<file path="src/rtl/store_buffer_pkg.sv">
// Shared definitions for the store buffer and the data-memory read path:
// load-size encodings and big-endian byte-lane extraction/extension.
package store_buffer_pkg;

  localparam logic [1:0] LD_NONE   = 2'd0;
  localparam logic [1:0] LD_WORD   = 2'd1;
  localparam logic [1:0] LD_HALF_S = 2'd2;
  localparam logic [1:0] LD_HALF_U = 2'd3;

  localparam int WORD_BYTES = 4;

  // Select the halfword at byte offset 'off' (byte at the lowest address is
  // bits 31:24) and extend it to a word. Word loads pass the word through.
  // An offset of 3 would straddle two words, so it yields zero here.
  function automatic logic [31:0] load_extract(input logic [31:0] word,
                                               input logic [1:0]  off,
                                               input logic [1:0]  size);
    logic [15:0] half;
    logic [31:0] result;
    half   = 16'h0000;
    result = 32'h0000_0000;
    case (off)
      2'd0:    half = word[31:16];
      2'd1:    half = word[23:8];
      2'd2:    half = word[15:0];
      default: half = 16'h0000;
    endcase
    case (size)
      LD_WORD:   result = word;
      LD_HALF_S: result = {{16{half[15]}}, half};
      LD_HALF_U: result = {16'h0000, half};
      default:   result = 32'h0000_0000;
    endcase
    return result;
  endfunction

endpackage

</file>
<file path="src/rtl/store_buffer_fwd_match.sv">
// Overlap and containment compare between one buffered word store and the
// load currently presented by the MEM stage. All range arithmetic wraps
// modulo 2^ADDR_W, so distances are computed as unsigned differences.
module sb_fwd_match
  import store_buffer_pkg::*;
#(
  parameter int ADDR_W = 32
) (
  input  logic              entry_valid,
  input  logic [ADDR_W-1:0] entry_addr,
  input  logic              ld_valid,
  input  logic [ADDR_W-1:0] ld_addr,
  input  logic [1:0]        ld_size,
  output logic              overlap,
  output logic              contain,
  output logic [1:0]        offset
);

  logic              active;
  logic [ADDR_W-1:0] fwd_dist;
  logic [ADDR_W-1:0] back_dist;
  logic [ADDR_W-1:0] ld_len;
  logic [ADDR_W-1:0] slack;

  // Two ranges on a circle overlap when either start lies inside the other;
  // the load is contained when it starts no later than (4 - len) into the entry.
  always_comb begin
    active    = entry_valid && ld_valid && (ld_size != LD_NONE);
    fwd_dist  = ld_addr - entry_addr;
    back_dist = entry_addr - ld_addr;
    ld_len    = (ld_size == LD_WORD) ? ADDR_W'(WORD_BYTES) : ADDR_W'(2);
    slack     = ADDR_W'(WORD_BYTES) - ld_len;
    overlap   = active && ((fwd_dist < ADDR_W'(WORD_BYTES)) || (back_dist < ld_len));
    contain   = active && (fwd_dist <= slack);
    offset    = fwd_dist[1:0];
  end

endmodule

</file>
<file path="src/rtl/store_buffer.sv">
// In-order buffer of committed word stores between the MEM stage and the
// data-memory write port. Drains one entry per cycle in FIFO order and
// forwards the youngest overlapping entry to same-cycle loads, or stalls
// the load when the youngest overlapping entry only partly covers it.
module store_buffer
  import store_buffer_pkg::*;
#(
  parameter int DEPTH  = 4,
  parameter int ADDR_W = 32,
  parameter int DATA_W = 32
) (
  input  logic              clk,
  input  logic              rst_n,
  input  logic              st_valid,
  input  logic [ADDR_W-1:0] st_addr,
  input  logic [DATA_W-1:0] st_data,
  output logic              st_ready,
  input  logic              ld_valid,
  input  logic [ADDR_W-1:0] ld_addr,
  input  logic [1:0]        ld_size,
  output logic              ld_hit,
  output logic [DATA_W-1:0] ld_data,
  output logic              ld_stall,
  output logic              dm_memWrite,
  output logic [ADDR_W-1:0] dm_address,
  output logic [DATA_W-1:0] dm_writeData,
  input  logic              dm_ready,
  output logic              empty
);

  localparam int PTR_W = (DEPTH > 1) ? $clog2(DEPTH) : 1;
  localparam int CNT_W = PTR_W + 1;

  logic [ADDR_W-1:0] addr_q [DEPTH];
  logic [DATA_W-1:0] data_q [DEPTH];
  logic [PTR_W-1:0]  head_q;
  logic [PTR_W-1:0]  tail_q;
  logic [CNT_W-1:0]  count_q;

  logic push;
  logic pop;

  // Full blocks new stores even when a drain happens on the same edge.
  assign st_ready     = (count_q != CNT_W'(DEPTH));
  assign empty        = (count_q == '0);
  assign dm_memWrite  = !empty;
  assign dm_address   = empty ? '0 : addr_q[head_q];
  assign dm_writeData = empty ? '0 : data_q[head_q];

  assign push = st_valid && st_ready;
  assign pop  = dm_memWrite && dm_ready;

  // Pointer and occupancy update; power-of-two depth lets pointers wrap naturally.
  always_ff @(posedge clk or negedge rst_n) begin
    if (!rst_n) begin
      head_q  <= '0;
      tail_q  <= '0;
      count_q <= '0;
    end else begin
      if (push) tail_q <= tail_q + PTR_W'(1);
      if (pop)  head_q <= head_q + PTR_W'(1);
      case ({push, pop})
        2'b10:   count_q <= count_q + CNT_W'(1);
        2'b01:   count_q <= count_q - CNT_W'(1);
        default: count_q <= count_q;
      endcase
    end
  end

  // Entry storage written at the tail on an accepted store.
  always_ff @(posedge clk or negedge rst_n) begin
    if (!rst_n) begin
      for (int i = 0; i < DEPTH; i++) begin
        addr_q[i] <= '0;
        data_q[i] <= '0;
      end
    end else if (push) begin
      addr_q[tail_q] <= st_addr;
      data_q[tail_q] <= st_data;
    end
  end

  logic [DEPTH-1:0] slot_valid;
  logic [DEPTH-1:0] slot_overlap;
  logic [DEPTH-1:0] slot_contain;
  logic [1:0]       slot_offset [DEPTH];

  // A physical slot holds a live entry when its age behind head is below count.
  for (genvar g = 0; g < DEPTH; g++) begin : g_match
    logic [PTR_W-1:0] age;
    assign age           = PTR_W'(g) - head_q;
    assign slot_valid[g] = ({1'b0, age} < count_q);

    sb_fwd_match #(
      .ADDR_W (ADDR_W)
    ) u_match (
      .entry_valid (slot_valid[g]),
      .entry_addr  (addr_q[g]),
      .ld_valid    (ld_valid),
      .ld_addr     (ld_addr),
      .ld_size     (ld_size),
      .overlap     (slot_overlap[g]),
      .contain     (slot_contain[g]),
      .offset      (slot_offset[g])
    );
  end

  logic             found;
  logic [PTR_W-1:0] sel;
  logic [PTR_W-1:0] slot;

  // Walk from oldest to youngest so the last overlapping entry seen wins.
  always_comb begin
    found = 1'b0;
    sel   = '0;
    slot  = '0;
    for (int i = 0; i < DEPTH; i++) begin
      slot = head_q + PTR_W'(i);
      if (slot_overlap[slot]) begin
        found = 1'b1;
        sel   = slot;
      end
    end
  end

  // Hit when the youngest overlap covers the load, stall when it only partly does.
  always_comb begin
    ld_hit   = found && slot_contain[sel];
    ld_stall = found && !slot_contain[sel];
    ld_data  = '0;
    if (ld_hit) begin
      ld_data = load_extract(data_q[sel], slot_offset[sel], ld_size);
    end
  end

endmodule

</file>
<file path="config.mk">
export PLATFORM = sky130hd
export DESIGN_NAME = store_buffer
export DESIGN_NICKNAME = d
export VERILOG_FILES = /design/src/rtl/store_buffer_pkg.sv /design/src/rtl/store_buffer_fwd_match.sv /design/src/rtl/store_buffer.sv
export SDC_FILE = /design/constraint.sdc
export NUM_CORES = 1
export LEC_CHECK = 0
export BUFFER_PORTS_ARGS = -buffer_cell sky130_fd_sc_hd__buf_2
export CAP_MARGIN = 20
export CORE_ASPECT_RATIO = 0.5
export CORE_MARGIN = 3
export CORE_UTILIZATION = 36
export DETAILED_ROUTE_END_ITERATION = 12
export MAX_ROUTING_LAYER = met4
export SLEW_MARGIN = 10
export SYNTH_ARGS = -nofsm -noshare
export SYNTH_HDL_FRONTEND = slang
export SYNTH_HIERARCHICAL = 1
export SYNTH_SLANG_ARGS = --single-unit
</file>
<file path="constraint.sdc">
create_clock -name clk -period 5.4 [get_ports clk]
set_input_delay 0 -clock clk [delete_from_list [all_inputs] [get_ports clk]]
set_output_delay 0 -clock clk [all_outputs]
set_load 0.05 [all_outputs]
</file>
==> results of run 1 <==
==> metrics by stage <==
stage                     TNS (ps)  hold WS [ps]  area, um^2
final                       -28360         -18.2       42500
after global routing        -35390           104       42500
after CTS                   -26390          50.0       42000
after detailed placement    -24580          90.9       39200
after global placement      -27180          77.2       39200
after floorplan              -79.2          -296       30200
==> power by group through the flow <==
stage | Sequential, uW | Clock [uW] | Combinational [uW]
4_1_cts | 4090 | 2130 | 23500
2_1_floorplan | 3630 | 0 | 13300
5_1_grt | 4240 | 2190 | 25600
3_3_place_gp | 4060 | 0 | 22800
6_report | 4140 | 2110 | 24200
3_5_place_dp | 4110 | 0 | 22900
==> routing by layer <==
| layer | vias to the layer above | GRT usage [%] |
|---|---|---|
| li1 | 14900 | - |
| met1 | 16200 | 43.9 |
| met2 | 1266 | 51.7 |
| met3 | 225 | 5.50 |
| met4 | 0 | 8.30 |
| met5 | - | - |
==> timing repair <==
item	CTS	global route
hold endpoints to repair	355	0
cloned	2	3
setup endpoints to repair	34	34
hold buffers	66	0
pin swaps	56	55
gates resized for setup	196	62
buffers inserted	33	17
==> critical path, delay by kind of cell, from the launching register on <==
kind	cells	cell delay, ps
and+or+nand+nor	8	1830
AOI/OAI and AO/OA	9	1620
buffers and inverters	5	810
DFF	1	520
muxes	2	400
adders and majority gates	1	290
xor gates and xnor gates	1	200
==> placed cells by master (no fill, tap or decap), types with 66 or more instances in the layout <==
master / n
a21oi_1: 303
buf_2: 169
buf_4: 975
mux2_2: 261
dlygate4sd3_1: 66
inv_1: 329
nand2_1: 271
and2_1: 102
nor2_1: 157
ha_1: 257
dfrtp_1: 260
o21ai_0: 165
xnor2_1: 86
nand4_1: 77
==> sequential cells by signal, summed over array words and instances (netlist names) <==
name / flops
tail_q: 2
data_q: 128
count_q: 3
head_q: 2
addr_q: 128
==> kinds of logic (layout without fill, tap and decap cells) <==
logic type	count (synthesis)	in the layout	share of synthesized area, %
AOI/OAI and AO/OA	1022	1022	22.9
buffers and inverters	536	1693	7.94
adders and majority gates	274	274	11.7
and+or+nand+nor	872	872	14.6
xor gates and xnor gates	135	135	3.97
muxes	383	383	16.7
DFF	263	263	22.1
==> worst paths after layout <==
check,to,start,depth (start not counted)
worst max-delay path,ld_data[30],head_q[1]$_DFFE_PN0P_,26
worst min-delay path,addr_q[125]$_DFFE_PN0P_,rst_n,2
worst max register to register,addr_q[59]$_DFFE_PN0P_,count_q[0]$_DFFE_PN0P_,7
worst min register to register,data_q[9]$_DFFE_PN0P_,data_q[9]$_DFFE_PN0P_,1
max in group asynchronous,data_q[25]$_DFFE_PN0P_,rst_n,3
min in group clk,tail_q[0]$_DFFE_PN0P_,st_valid,3
==> final cells by class <==
class / instances / area [um^2] / area share (%)
inverter: 337 / 1270 / 2.99
clock inverter: 7 / 92.6 / 0.218
sequential: 263 / 6590 / 15.5
tap: 1087 / 1360 / 3.20
timing repair buffer: 1303 / 10300 / 24.1
clock buffer: 46 / 870 / 2.05
multi-input combinational: 2686 / 22000 / 51.9
==> flow_metrics.py, run 1 <==
metrics = {
    "final_layout": {
        "diodes": 0,
        "final_core_util_pct": 52.7,
        "area_growth_pct": 42.8,
        "drive_gt1_share_pct": 39.4,
        "final_nets": 4997,
        "fill_cells": 7423,
        "fin_cells": 5729,
    },
    "die": {
        "ios": 204,
        "die_x_um": 413,
        "rows": 73,
        "die_h_um": 209,
        "core_mm2": 0.0807,
        "dieArea_mm2": 0.0864,
        "start_util_pct": 36.9,
    },
    "route": {
        "drc": 0,
        "finalWirelength_mm": 143,
        "wl_per_cell_um": 24.9,
        "first_pass_iters": 6,
        "antenna_left": 0,
        "wl_met1_mm": 63.1,
        "via_per_inst": 5.69,
        "wl_met3_mm": 10.5,
        "dr.first_iter.drc_count": 2773,
        "dr_wl_met2_mm": 64.6,
        "num_vias": 32600,
        "routed.top_layer": "met4",
    },
    "cts": {
        "ctsRootBufferMaster": "clkbuf_16",
        "cts_buffer_depth": 3,
        "clk_pin_slew_worst_paths_ps": 70,
        "cts_tree": "built",
        "cts.sinks": 263,
        "h-tree-depth": 1,
        "numCtsBuffers": 29,
        "clock_latency_ps": 600,
    },
    "timing": {
        "max_slew.worst_pin.slew_ps": 1110,
        "max_slew_margin_pct": 26.1,
        "layout_min_cycle_time_ps": 6340,
        "final_hold_viol_count": 3,
        "hold_ws_ps": -18.2,
        "finalSetupViolCount": 34,
        "drv_slew": 0,
        "worst_slack_ps": -937,
        "clock.fmax_ghz": 0.158,
        "skew_ps": 14.1,
        "period_share_pct": 117,
        "rsz0062_at_grt": "yes",
    },
    "synth": {
        "syn_avg_cell_area_um2": 8.54,
        "netlist.area_leader.share_pct": 22.1,
        "ys_seq_area_share_pct": 22.1,
        "yosysTopAreaCell": "dfrtp_1",
        "synth-edff-count": 0,
        "yosys-top-cells-count": "inv_1, a21oi_1, nand2_1",
        "ys.flop_type": "dfrtp_1",
        "synth_cells": 3485,
        "yosys_warnings": 6,
        "synthMostInstantiatedCell": "inv_1",
        "async_flop_share_pct": 100,
        "syn_nets": 3862,
        "ys_seq_elements": 263,
        "syn_area_mm2": 0.0298,
        "synth_cell_types": 108,
        "synth_area_leaders": "dfrtp_1, ha_1, mux2_2, a21oi_1, mux4_2",
    },
    "critical_path": {
        "cp-start-kind": "flop",
        "cp_max_fo": 8,
        "max_stage_delay_ps": 520,
        "endpoint_kind": "output port",
        "cp_common_cell": "buf_12",
        "crit_slowest_cell": "dfrtp_4",
        "cp.required_ps": 5400,
        "arrival_ps": 6340,
        "reg2reg_slack_ps": 2130,
        "crit_type": "flop to output port",
    },
    "status": {
        "outcome": "finished, violations left",
        "violations": "negative hold slack, negative setup slack",
    },
    "pwr": {
        "power.leakage_uw": 0.0199,
        "peakVddDrop_uv": 559,
        "switching_share_pct": 51.2,
        "p_total_uw": 30400,
        "seqPwrFrac_pct": 13.6,
        "p_comb_share_pct": 79.5,
        "switchingPower_uw": 15600,
        "intPower_uw": 14900,
        "p_clk_share_pct": 6.9,
        "power_density_mw_per_mm2": 716,
    },
    "job": {
        "drv_cap": 0,
    },
    "min_path": {
        "min_path_type": "input port to asynchronous set/reset pin",
    },
    "placed_design": {
        "portBuffers": 203,
        "place_hpwl_mm": 115,
        "place.gp.congestion": 1.01,
        "dp.cells": 5562,
        "place_ws_ps": -854,
    },
    "global_routing": {
        "grt_use_total_pct": 32.8,
        "first_global_vias": 32400,
        "antenna_found_initial": 7,
        "grt_pass1_wl_mm": 209,
        "grt_start_max_net_pins": 167,
        "grt_overflow_total": 0,
    },
}
(Power assumes the default switching activity.)
==> run 2, diff against run 1 <==
--- a/config.mk
+++ b/config.mk
@@ -12,6 +12,7 @@
 export CORE_UTILIZATION = 36
 export DETAILED_ROUTE_END_ITERATION = 12
 export MAX_ROUTING_LAYER = met4
+export SKIP_LAST_GASP = 1
 export SLEW_MARGIN = 10
 export SYNTH_ARGS = -nofsm -noshare
 export SYNTH_HDL_FRONTEND = slang
==> run 2 against run 1 <==
Compared with the run above: the flow still finishes with violations (negative hold slack, negative setup slack); worst setup slack worse by 56 ps; die area stayed put; combinational power hardly changed; via count is 0.24% lower; final area hardly changed; register-to-register slack worse by 80 ps; critical path type unchanged.
==> flow_metrics.py, run 2 (synthesis gave the netlist of run 1 again) <==
metrics = {
    "pwr": {
        "p_comb_share_pct": 79.5,
        "power.leakage_uw": 0.0199,
        "power_density_mw_per_mm2": 715,
        "seqPwrFrac_pct": 13.6,
        "switching_share_pct": 51.2,
        "switchingPower_uw": 15600,
        "p_total_uw": 30400,
        "p_clk_share_pct": 6.9,
        "peakVddDrop_uv": 556,
        "intPower_uw": 14800,
    },
    "critical_path": {
        "timing.rr.start": "count_q[1]$_DFFE_PN0P_",
        "crit_buf_inv": 8,
        "cp-start-kind": "flop",
        "endpoint_kind": "output port",
        "reg2reg_slack_ps": 2050,
        "crit_type": "flop to output port",
        "max_stage_delay_ps": 440,
        "crit_slowest_cell": "or3_4",
        "r2r_cells": 7,
        "cp_max_fo": 8,
        "r2r_end": "addr_q[59]$_DFFE_PN0P_",
        "arrival_ps": 6390,
        "path_delay_family": "simple AND/OR/NAND/NOR gates",
        "cp.required_ps": 5400,
    },
    "final_layout": {
        "top_regs": "addr_q: 128 flops, data_q: 128 flops, count_q: 3 flops",
        "multi_input_area_mm2": 0.0221,
        "fin_cells": 5726,
        "finish.instance_area_mm2": 0.0425,
        "seqCellArea_mm2": 0.00659,
        "final_cell_mix": "buf_4, inv_1, a21oi_1",
        "final_common_cell": "buf_4",
        "area_growth_pct": 42.7,
        "final_nets": 4993,
        "drive_gt1_share_pct": 39.4,
        "fill_cells": 7426,
    },
    "timing": {
        "clock.fmax_ghz": 0.156,
        "setup_tns_ps": -31520,
        "max_slew.worst_pin.slew_ps": 1100,
        "worst_slack_ps": -992,
        "hold_ws_ps": -16.9,
        "final_hold_viol_count": 3,
        "finalSetupViolCount": 34,
        "rsz0062_at_grt": "yes",
        "period_share_pct": 118,
        "layout_min_cycle_time_ps": 6390,
        "skew_ps": 14.8,
        "drv_slew": 0,
        "max_slew_margin_pct": 26.7,
    },
    "placed_design": {
        "portBuffers": 203,
        "place_hpwl_mm": 115,
        "place.gp.congestion": 1.01,
        "placed_cell_area_mm2": 0.0392,
        "dp.cells": 5562,
    },
    "route": {
        "via_per_inst": 5.68,
        "dr.first_iter.drc_count": 2680,
        "wl_per_cell_um": 24.9,
        "antenna_left": 0,
        "first_pass_iters": 5,
        "finalWirelength_mm": 143,
        "drc": 0,
        "num_vias": 32500,
    },
    "global_routing": {
        "grt_pass1_wl_mm": 209,
        "first_global_vias": 32400,
        "grt_start_max_net_pins": 167,
        "antenna_found_initial": 7,
        "grt_use_total_pct": 32.8,
        "grt_overflow_total": 0,
    },
    "die": {
        "start_util_pct": 36.9,
        "rows": 73,
        "die_x_um": 413,
        "core_mm2": 0.0807,
        "ios": 204,
        "die_h_um": 209,
        "dieArea_mm2": 0.0864,
    },
    "cts": {
        "cts_tree": "built",
        "cts_buffer_depth": 3,
        "cts.sinks": 263,
        "numCtsBuffers": 29,
        "h-tree-depth": 1,
        "clock_latency_ps": 600,
        "clk_pin_slew_worst_paths_ps": 70,
        "ctsRootBufferMaster": "clkbuf_16",
    },
    "min_path": {
        "min_path_type": "input port to asynchronous set/reset pin",
    },
    "status": {
        "outcome": "finished, violations left",
        "violations": "negative hold slack, negative setup slack",
    },
    "job": {
        "drv_cap": 0,
    },
}
run 2: per-layer routing:
metal,track usage (%),share of wire [%]
met1,43.9,44
met2,51.7,45
met5,-,0
met3,5.47,7.4
met4,8.26,3.0
run 2: power groups by stage:
stage	clock (uW)	combinational [uW]	sequential [uW]
floorplan	0	13300	3630
global placement	0	22800	4060
detailed placement	0	22900	4110
CTS	2130	23500	4090
global route	2190	25600	4230
finish	2110	24100	4130
run 2: area by class of cell:
type / count / share of cell area (%)
clock buffer: 46 / 2.05
multi-input combinational: 2686 / 52.1
inverter: 337 / 2.99
clock inverter: 7 / 0.218
antenna: 1 / 0.00589
timing repair buffer: 1299 / 24.0
sequential: 263 / 15.5
tap: 1087 / 3.20
run 2: what timing repair did:
item | 4_1_cts | 5_1_grt
hold buffers | 66 | 0
pin swaps | 55 | 59
endpoints found under the hold margin | 355 | 0
cloned | 2 | 1
resized for setup | 194 | 67
setup endpoints to repair | 34 | 34
buffers inserted | 33 | 13
run 2: worst max-delay path by stage:
stage                  end  cells past startpoint  slack (ps)              startpoint
6_report       ld_data[16]                     27        -990  addr_q[96]$_DFFE_PN0P_
2_1_floorplan  ld_data[21]                     28          -7   head_q[1]$_DFFE_PN0P_
3_3_place_gp    ld_data[5]                     28        -900              ld_addr[0]
4_1_cts        ld_data[17]                     26        -870  addr_q[96]$_DFFE_PN0P_
3_5_place_dp    ld_data[5]                     28        -850              ld_addr[0]
5_1_grt        ld_data[24]                     27       -1190  addr_q[96]$_DFFE_PN0P_
run 2: through the flow:
step | setup WS [ps] | util [%]
2_1_floorplan | -7.06 | -
3_3_place_gp | -896 | 48.7
3_5_place_dp | -854 | 48.7
4_1_cts | -868 | 52.0
5_1_grt | -1190 | 52.7
6_report | -992 | 52.7
